File: src/rtl/text_uart_pkg.sv
// Character constants, FSM state types and UART defaults shared by the text-buffer
// dump path and the receiver-side cursor logic.
package text_uart_pkg;

    localparam logic [7:0] CHAR_CR    = 8'h0D;
    localparam logic [7:0] CHAR_LF    = 8'h0A;
    localparam logic [7:0] CHAR_SPACE = 8'h20;

    localparam int DEFAULT_CLKS_PER_BIT = 10417;

    typedef enum logic [2:0] {
        DUMP_IDLE,
        DUMP_READ,
        DUMP_LATCH,
        DUMP_TX,
        DUMP_CR,
        DUMP_LF,
        DUMP_FINISH
    } dump_state_t;

    typedef enum logic [1:0] {
        SER_IDLE,
        SER_START,
        SER_DATA,
        SER_STOP
    } ser_state_t;

    // Empty cells in the text RAM hold 0x00; show them as blanks on the wire.
    function automatic logic [7:0] printable(input logic [7:0] c);
        return (c == 8'h00) ? CHAR_SPACE : c;
    endfunction

endpackage

File: src/rtl/uart_tx_serializer.sv
// UART 8N1 transmitter with a valid/ready byte input.
// Handshake: a byte transfers on a clock where valid_i && ready_o; ready_o is high only
// while idle, and the start bit begins on the following clock.
module uart_tx_serializer
    import text_uart_pkg::*;
#(
    parameter int CLKS_PER_BIT = DEFAULT_CLKS_PER_BIT
) (
    input  logic       clk,
    input  logic       reset,
    input  logic [7:0] data_i,
    input  logic       valid_i,
    output logic       ready_o,
    output logic       tx_o
);

    localparam int CNT_W = (CLKS_PER_BIT > 1) ? $clog2(CLKS_PER_BIT) : 1;
    localparam logic [CNT_W-1:0] CNT_LAST = CNT_W'(CLKS_PER_BIT - 1);

    ser_state_t       state_q, state_d;
    logic [CNT_W-1:0] cnt_q, cnt_d;
    logic [2:0]       bit_q, bit_d;
    logic [7:0]       shreg_q, shreg_d;
    logic             tx_q, tx_d;
    logic             bit_end;

    assign bit_end = (cnt_q == CNT_LAST);
    assign tx_o    = tx_q;

    always_ff @(posedge clk or posedge reset) begin
        if (reset) begin
            state_q <= SER_IDLE;
            cnt_q   <= '0;
            bit_q   <= '0;
            shreg_q <= '0;
            tx_q    <= 1'b1;
        end else begin
            state_q <= state_d;
            cnt_q   <= cnt_d;
            bit_q   <= bit_d;
            shreg_q <= shreg_d;
            tx_q    <= tx_d;
        end
    end

    always_comb begin
        state_d = state_q;
        cnt_d   = cnt_q;
        bit_d   = bit_q;
        shreg_d = shreg_q;
        ready_o = 1'b0;
        case (state_q)
            SER_IDLE: begin
                ready_o = 1'b1;
                if (valid_i) begin
                    shreg_d = data_i;
                    cnt_d   = '0;
                    state_d = SER_START;
                end
            end
            SER_START: begin
                if (bit_end) begin
                    cnt_d   = '0;
                    bit_d   = '0;
                    state_d = SER_DATA;
                end else begin
                    cnt_d = cnt_q + CNT_W'(1);
                end
            end
            SER_DATA: begin
                if (bit_end) begin
                    cnt_d = '0;
                    if (bit_q == 3'd7) begin
                        state_d = SER_STOP;
                    end else begin
                        bit_d = bit_q + 3'd1;
                    end
                end else begin
                    cnt_d = cnt_q + CNT_W'(1);
                end
            end
            SER_STOP: begin
                if (bit_end) begin
                    cnt_d   = '0;
                    state_d = SER_IDLE;
                end else begin
                    cnt_d = cnt_q + CNT_W'(1);
                end
            end
            default: state_d = SER_IDLE;
        endcase

        // Line level is registered from the next state so the pin never glitches.
        case (state_d)
            SER_START: tx_d = 1'b0;
            SER_DATA:  tx_d = shreg_d[bit_d];
            default:   tx_d = 1'b1;
        endcase
    end

endmodule

File: src/rtl/text_buffer_uart_dump.sv
// Scans the text RAM row by row on request and sends every character over UART 8N1,
// optionally terminating each row with CR/LF, so a host can capture the screen contents.
module text_buffer_uart_dump
    import text_uart_pkg::*;
#(
    parameter int CLKS_PER_BIT = DEFAULT_CLKS_PER_BIT,
    parameter int ROWS         = 4,
    parameter int COLS         = 32,
    parameter int ROW_W        = 2,
    parameter int COL_W        = 5,
    parameter int SEND_CRLF    = 1
) (
    input  logic             clk,
    input  logic             reset,
    input  logic             start,
    output logic [ROW_W-1:0] ram_row,
    output logic [COL_W-1:0] ram_col,
    input  logic [7:0]       ram_data,
    output logic             tx,
    output logic             busy,
    output logic             done
);

    localparam logic [ROW_W-1:0] ROW_LAST = ROW_W'(ROWS - 1);
    localparam logic [COL_W-1:0] COL_LAST = COL_W'(COLS - 1);

    dump_state_t      state_q, state_d;
    logic [ROW_W-1:0] row_q, row_d;
    logic [COL_W-1:0] col_q, col_d;
    logic [1:0]       phase_q, phase_d;
    logic             tx_valid;
    logic             tx_ready;
    logic [7:0]       tx_data;

    assign ram_row = row_q;
    assign ram_col = col_q;
    assign busy    = (state_q != DUMP_IDLE) && (state_q != DUMP_FINISH);
    assign done    = (state_q == DUMP_FINISH);

    always_ff @(posedge clk or posedge reset) begin
        if (reset) begin
            state_q <= DUMP_IDLE;
            row_q   <= '0;
            col_q   <= '0;
            phase_q <= '0;
        end else begin
            state_q <= state_d;
            row_q   <= row_d;
            col_q   <= col_d;
            phase_q <= phase_d;
        end
    end

    always_comb begin
        state_d  = state_q;
        row_d    = row_q;
        col_d    = col_q;
        phase_d  = phase_q;
        tx_valid = 1'b0;
        tx_data  = printable(ram_data);
        case (state_q)
            DUMP_IDLE: begin
                if (start) begin
                    row_d   = '0;
                    col_d   = '0;
                    state_d = DUMP_READ;
                end
            end
            DUMP_READ: state_d = DUMP_LATCH;
            DUMP_LATCH: begin
                // Address is held, so ram_data stays valid if the handoff has to wait.
                tx_valid = 1'b1;
                if (tx_ready) state_d = DUMP_TX;
            end
            DUMP_TX: begin
                if (tx_ready) begin
                    if (col_q != COL_LAST) begin
                        col_d   = col_q + COL_W'(1);
                        state_d = DUMP_READ;
                    end else begin
                        col_d = '0;
                        if (SEND_CRLF != 0) begin
                            phase_d = 2'd0;
                            state_d = DUMP_CR;
                        end else if (row_q == ROW_LAST) begin
                            row_d   = '0;
                            state_d = DUMP_FINISH;
                        end else begin
                            row_d   = row_q + ROW_W'(1);
                            state_d = DUMP_READ;
                        end
                    end
                end
            end
            DUMP_CR, DUMP_LF: begin
                // Phases: 0 spacer (keeps the same inter-frame gap as a RAM read),
                // 1 handoff, 2 wait for the frame to finish.
                tx_data = (state_q == DUMP_CR) ? CHAR_CR : CHAR_LF;
                case (phase_q)
                    2'd0: phase_d = 2'd1;
                    2'd1: begin
                        tx_valid = 1'b1;
                        if (tx_ready) phase_d = 2'd2;
                    end
                    default: begin
                        if (tx_ready) begin
                            phase_d = 2'd0;
                            if (state_q == DUMP_CR) begin
                                state_d = DUMP_LF;
                            end else if (row_q == ROW_LAST) begin
                                row_d   = '0;
                                state_d = DUMP_FINISH;
                            end else begin
                                row_d   = row_q + ROW_W'(1);
                                state_d = DUMP_READ;
                            end
                        end
                    end
                endcase
            end
            DUMP_FINISH: state_d = DUMP_IDLE;
            default:     state_d = DUMP_IDLE;
        endcase
    end

    uart_tx_serializer #(
        .CLKS_PER_BIT(CLKS_PER_BIT)
    ) u_ser (
        .clk    (clk),
        .reset  (reset),
        .data_i (tx_data),
        .valid_i(tx_valid),
        .ready_o(tx_ready),
        .tx_o   (tx)
    );

endmodule

File: config.mk
export PLATFORM = sky130hd
export DESIGN_NAME = text_buffer_uart_dump
export DESIGN_NICKNAME = d
export VERILOG_FILES = /design/src/rtl/text_uart_pkg.sv /design/src/rtl/uart_tx_serializer.sv /design/src/rtl/text_buffer_uart_dump.sv
export SDC_FILE = /design/constraint.sdc
export NUM_CORES = 1
export LEC_CHECK = 0
export ABC_AREA = 1
export CAP_MARGIN = 20
export CORE_MARGIN = 5
export CORE_UTILIZATION = 32
export DETAILED_ROUTE_END_ITERATION = 10
export PLACE_DENSITY = 0.58
export SYNTH_ARGS = -nofsm -noshare
export SYNTH_HDL_FRONTEND = slang
export SYNTH_SLANG_ARGS = --single-unit
File: constraint.sdc
create_clock -name clk -period 2.1 [get_ports clk]
set_clock_uncertainty 0.05 [all_clocks]
set_input_delay 0.21 -clock clk [delete_from_list [all_inputs] [get_ports clk]]
set_output_delay 0.21 -clock clk [all_outputs]
set_load 0.05 [all_outputs]
==> impl_metrics.tcl, run 1 <==
set metrics [dict create \
    cts_sinks 40 \
    cp_slowest_cell "dfrtp_1" \
    p_int_mw 1.81 \
    core-area_mm2 0.00777 \
    critical_path_buf_inv_count 1 \
    yosysSeqAreaShare 0.391 \
    grt_pass1_wl_um 10700 \
    hp-class "in2async" \
    post_drt_wl_per_cell_um 11.7 \
    reg2regPathDepth 15 \
    cp_slowest_stage_delay_ps 410 \
    grt_start_max_net_pins 41 \
    p_per_area_mw_per_mm2 1100 \
    synth_cell_types 38 \
    drc 0 \
    nNetsFinal 404 \
    port-buffer-count 20 \
    crit_arrival_ps 2130 \
    clockBufferDepth 2 \
    synth_area_mm2 0.00256 \
    ctsHtreeMaxLevel 2 \
    synth_nets 370 \
    path_class "reg2reg" \
    slew-limit-headroom 0.648 \
    ys.flop_type "dfrtp_1" \
    place_worst_setup_slack_ps -7.95 \
    wl_met2_um 2670 \
    vias 2282 \
    first_pass_iters 4 \
    r2r-start "u_ser.cnt_q[0]" \
    drive_above_1_share 0.147 \
    fin_crit_ps 1960 \
    synth_edf_count 0 \
    wl_met1_um 2790 \
    clkTransAtPathRegs_ps 80 \
    fp.dieArea_mm2 0.00989 \
    cts_hold_buf 0 \
    status "completed" \
    highest_layer "met4" \
    path_delay_family "simple AND/OR/NAND/NOR gates" \
    row_count 32 \
    final_area_mm2 0.00306 \
    wl_met3_um 130 \
    clkLatencyLatePin_ps 290 \
    gp_congestion 0.842 \
    wl_um 5650 \
    finalHoldViolCount 0 \
    async_reset_ff_frac 1.00 \
    drt_iter0_drc 55 \
    dp_hpwl_um 4270 \
    top_level_ports 21 \
    synth_cells 348 \
    grt_pass1_vias 2408 \
    ir_drop_uv 713 \
    setup_ws_ps 139 \
    worst_pin_slew_ps 528 \
    p_sw_mw 1.57 \
    overflow 0 \
    worstSetupEndpointType "flop" \
    die-width_um 99.4 \
    pwr-share-seq 0.320 \
    rsz0062_at_grt "yes" \
    timing.fmax_ghz 0.510 \
    tritoncts "done" \
    finalSetupTns_ps 0 \
    critPathMaxFanout 5 \
    n_antenna_cell 0 \
    crit_top_cell "nand2_1" \
    final_util 0.394 \
    placed_area_mm2 0.00292 \
    swShare 0.465 \
    postSynthAreaPerCell_um2 7.36 \
    crit_path_start_kind "flop" \
    via_per_inst 4.71 \
    pwr-share-clk 0.146 \
    cts_buffers 5 \
    finalSetupViolCount 0 \
    yosysWarnings 0 \
    reg2reg_slack_ps 140 \
    postRouteAntennaNets 0 \
    min_period_over_period 0.934 \
    reg2reg_to "u_ser.tx_o" \
    p_leak_nw 1.48 \
    area_growth_pct 19.6 \
    critPathRequiredTime_ps 2270 \
    cts-root-buf "clkbuf_8" \
    grt_antenna_before_repair 0 \
    slew_violations 0 \
    crit_chain "inv_2 -> ha_4 -> nand2_2 -> nor2_2 -> nand2_2 -> nor2_4 -> nand4_1 -> nand3_2 -> nand2_1 -> nand3_1 -> nand2_1 -> nand2_1 -> nand2_1 -> nand2_1 -> nand2_1" \
    initial_utilization 0.330 \
    synth_seq_cells 40 \
    die_h_um 99.4 \
    drv_cap 0 \
    track_usage 0.129 \
    power_frac_comb 0.534 \
]
## sequential cells by signal, summed over array words and instances (netlist names)
signal,cells
phase_q,2
ram_col,5
ram_row,2
state_q,3
u_ser.bit_q,3
u_ser.cnt_q,14
u_ser.shreg_q,8
u_ser.state_q,2
u_ser.tx_o,1
## worst min-delay path, stage by stage
cell	delay, ps
clkdlybuf4s50_1	390
inv_1	50
buf_4	430
## kinds of logic (layout without fill, tap and decap cells)
| kind of cell | Yosys count | after routing | synth area share |
|---|---|---|---|
| fa+ha+maj | 11 | 11 | 0.0538 |
| simple gates | 175 | 175 | 0.319 |
| flops | 40 | 40 | 0.391 |
| compound gates | 55 | 55 | 0.131 |
| buf+inv | 65 | 99 | 0.0982 |
| xor+xnor | 2 | 2 | 0.00684 |
## layout make-up
cell class | count | area, um^2
clock buffers | 6 | 72.6
clock inverters | 1 | 5.00
fillers | 826 | 4700
inverters | 65 | 251
multi-input cells | 243 | 1360
flip-flops and latches | 40 | 1000
well taps | 102 | 128
repair buffers | 27 | 248
## cells in the mapped netlist, types with 4 or more instances
library cell | number | area share
a21oi_1 | 13 | 0.025
dfrtp_1 | 39 | 0.38
ha_1 | 11 | 0.054
inv_1 | 59 | 0.087
inv_2 | 4 | 0.0059
nand2_1 | 76 | 0.11
nand3_1 | 21 | 0.041
nand4_1 | 9 | 0.022
nor2_1 | 43 | 0.063
nor3_1 | 7 | 0.014
o21a_1 | 4 | 0.012
o21ai_0 | 21 | 0.041
## cell usage in the layout (no fill, tap or decap), types with 2 or more instances in the layout
cell	instances
a21oi_1	13
buf_4	9
clkbuf_8	5
clkdlybuf4s50_1	18
dfrtp_1	39
ha_1	9
ha_4	2
inv_1	55
inv_2	8
nand2_1	73
nand2_2	5
nand2_4	3
nand3_1	20
nand3_2	4
nand4_1	9
nor2_1	40
nor2_2	5
nor2_4	3
nor3_1	6
nor3_2	2
nor3b_1	2
o211ai_1	2
o21a_1	4
o21ai_0	21
o21ai_1	2
o21ai_2	3
o21bai_1	2
or2_1	2
## power by group through the flow
stage | logic, mW | registers [mW] | clock network [mW]
floorplan | 1.17 | 1.18 | 0
global placement | 1.70 | 1.09 | 0
detailed placement | 1.72 | 1.09 | 0
CTS | 1.73 | 1.07 | 0.523
global route | 2.06 | 1.11 | 0.546
finish | 1.80 | 1.08 | 0.493
## metrics by stage
step	power, mW	hold slack [ps]	instances
after floorplan	2.35	310	348
after CTS	3.33	319	481
final	3.38	289	484
after global placement	2.79	410	474
after detailed placement	2.81	415	474
after global routing	3.72	364	484
## how the worst max path moves through the flow
| stage | start | end | depth (start not counted) |
|---|---|---|---|
| 5_1_grt | u_ser.cnt_q[0] | u_ser.tx_o | 15 |
| 6_report | u_ser.cnt_q[0] | u_ser.tx_o | 15 |
| 2_1_floorplan | state_q[1] | busy | 3 |
| 3_3_place_gp | u_ser.state_q[0] | u_ser.cnt_q[11] | 12 |
| 4_1_cts | u_ser.cnt_q[0] | u_ser.tx_o | 15 |
| 3_5_place_dp | u_ser.state_q[0] | u_ser.cnt_q[11] | 12 |
## timing repair
action | CTS | global route
endpoints found under the setup margin | 1 | 8
gates resized for setup | 1 | 14
pin swaps | 0 | 7
buffers inserted | 0 | 3
## routing by layer
layer	vias up	global-route usage
li1	1187	-
met1	1058	0.170
met2	30	0.214
met3	7	0.0266
met4	0	0.0368
met5	-	0
No activity file was read; power rests on OpenSTA's default activity.
==> run 2, diff against run 1 <==
--- a/config.mk
+++ b/config.mk
@@ -10,5 +10,5 @@
 export CORE_MARGIN = 5
-export CORE_UTILIZATION = 32
+export CORE_UTILIZATION = 28
 export DETAILED_ROUTE_END_ITERATION = 10
-export PLACE_DENSITY = 0.58
+export PLACE_DENSITY = 0.53
 export SYNTH_ARGS = -nofsm -noshare
--- a/constraint.sdc
+++ b/constraint.sdc
@@ -4,2 +4,2 @@
 set_output_delay 0.21 -clock clk [all_outputs]
-set_load 0.05 [all_outputs]
+set_load 0.01 [all_outputs]
==> run 2 against run 1 <==
Compared with the run above: global-route usage fell by 1.9 points; sequential power hardly changed; clock-buffer cell count decreased by 1; core utilization down 4.0 points; largest power group unchanged.
==> impl_metrics.tcl, run 2 (synthesis results as in run 1) <==
set metrics [dict create \
    status "completed" \
    overflow 0 \
    grt_antenna_before_repair 0 \
    path_class "reg2out" \
    die-width_um 106 \
    path_delay_family "buffers and inverters" \
    slew_violations 0 \
    clockBufferDepth 2 \
    gp_congestion 0.794 \
    row_count 34 \
    core-area_mm2 0.00881 \
    ir_drop_uv 516 \
    dp_cells 482 \
    dp_hpwl_um 4390 \
    cts_hold_buf 0 \
    vias 2277 \
    drive_above_1_share 0.145 \
    nNetsFinal 407 \
    cts_buffers 5 \
    final_area_mm2 0.00312 \
    timing.fmax_ghz 0.505 \
    fp.dieArea_mm2 0.0112 \
    fin_crit_ps 1980 \
    top_level_ports 21 \
    critPathRequiredTime_ps 1840 \
    mostFrequentLayoutCells "74 x nand2_1, 57 x inv_1, 40 x nor2_1" \
    port-buffer-count 20 \
    rsz0062_at_grt "yes" \
    first_pass_iters 5 \
    crit_path_start_kind "flop" \
    largest_reg_flops 14 \
    p_total_mw 3.44 \
    crit_chain "inv_1 -> nor3_1 -> clkdlybuf4s50_1" \
    placed_area_mm2 0.00294 \
    hp-class "in2async" \
    n_antenna_cell 0 \
    met2_usage 0.173 \
    clkTransAtPathRegs_ps 90 \
    final_common_cell "nand2_1" \
    via_per_inst 4.61 \
    cp_slowest_stage_delay_ps 600 \
    min_period_over_period 0.943 \
    postRouteAntennaNets 0 \
    reg2reg_to "u_ser.tx_o" \
    critical_path_buf_inv_count 2 \
    initial_utilization 0.291 \
    drt_iter0_drc 63 \
    p_per_area_mw_per_mm2 1100 \
    ctsHtreeMaxLevel 2 \
    area_growth_pct 22.0 \
    finalSetupViolCount 0 \
    regMostFlops "u_ser.cnt_q" \
    finalHoldViolCount 0 \
    worstSetupEndpointType "output port" \
    reg2reg_slack_ps 130 \
    drv_cap 0 \
    r2r-start "u_ser.cnt_q[1]" \
    cts-root-buf "clkbuf_8" \
    drc 0 \
    cp_slowest_cell "clkdlybuf4s50_1" \
    reg2regPathDepth 15 \
    worst_pin_slew_ps 516 \
    slew-limit-headroom 0.656 \
    busiest_layer "met2" \
    grt_pass1_vias 2322 \
    p_leak_nw 1.50 \
    wl_um 5770 \
    clkLatencyLatePin_ps 300 \
    post_drt_wl_per_cell_um 11.7 \
    finalSetupTns_ps 0 \
    track_usage 0.110 \
    cts_sinks 40 \
    finalNonFillerCells 494 \
    crit_arrival_ps 1720 \
    grt_start_max_net_pins 41 \
    grt_pass1_wl_um 10200 \
    critPathMaxFanout 6 \
    use_met3 0.0263 \
    met1_usage 0.146 \
    tritoncts "done" \
    die_h_um 106 \
]
-- run 2: cell count changes in the layout (fill, tap and decap cells not counted), moves of 2 or more --
cell and delta:
inv_2 -2, clkinv_4 +2, dfrtp_1 -2, dfrtp_2 +2, inv_1 +2, clkdlybuf4s50_1 +2
-- run 2: metal layers --
| metal | vias up | part of all wire |
|---|---|---|
| met5 | - | 0 |
| met4 | 0 | 0.015 |
| met3 | 8 | 0.031 |
| met2 | 36 | 0.45 |
| met1 | 1039 | 0.50 |
| li1 | 1194 | - |
-- run 2: area by class of cell --
type | count | area (um^2)
fillers | 943 | 5680
multi-input cells | 243 | 1340
flip-flops and latches | 40 | 1000
repair buffers | 30 | 275
inverters | 65 | 251
well taps | 108 | 135
clock buffers | 5 | 68.8
clock inverters | 3 | 47.5
-- run 2: power breakdown --
group	switching (mW)	total [mW]	internal, mW	leakage [nW]
Clock	0.299	0.657	0.358	0.0583
Combinational	1.07	1.72	0.652	0.923
Sequential	0.104	1.06	0.960	0.520
-- run 2: stage by stage --
stage	util	worst slack [ps]	hold WS, ps
floorplan	-	325	310
global placement	0.334	60.3	406
detailed placement	0.334	-24.5	412
CTS	0.348	1.13	311
global route	0.355	-135	351
finish	0.355	119	286
-- run 2: how the worst max path moves through the flow --
| stage | from | endpoint | slack [ps] | depth (start not counted) |
|---|---|---|---|---|
| global placement | u_ser.cnt_q[0] | u_ser.tx_o | 60 | 17 |
| CTS | u_ser.cnt_q[0] | u_ser.tx_o | 1 | 18 |
| global route | u_ser.cnt_q[1] | u_ser.tx_o | -130 | 15 |
| detailed placement | u_ser.cnt_q[0] | u_ser.cnt_q[8] | -20 | 11 |
| floorplan | u_ser.cnt_q[0] | u_ser.cnt_q[8] | 330 | 11 |
| finish | state_q[1] | done | 120 | 3 |
-- run 2: repair_timing --
| item | CTS | global route |
|---|---|---|
| setup endpoints to repair | 6 | 9 |
| pin swaps | 0 | 4 |
| resized for setup | 2 | 11 |
| buffers inserted | 0 | 4 |
-- run 2: worst min-delay path: cells and delay by family --
family	cells	cell delay, ps
buffers and inverters	3	880
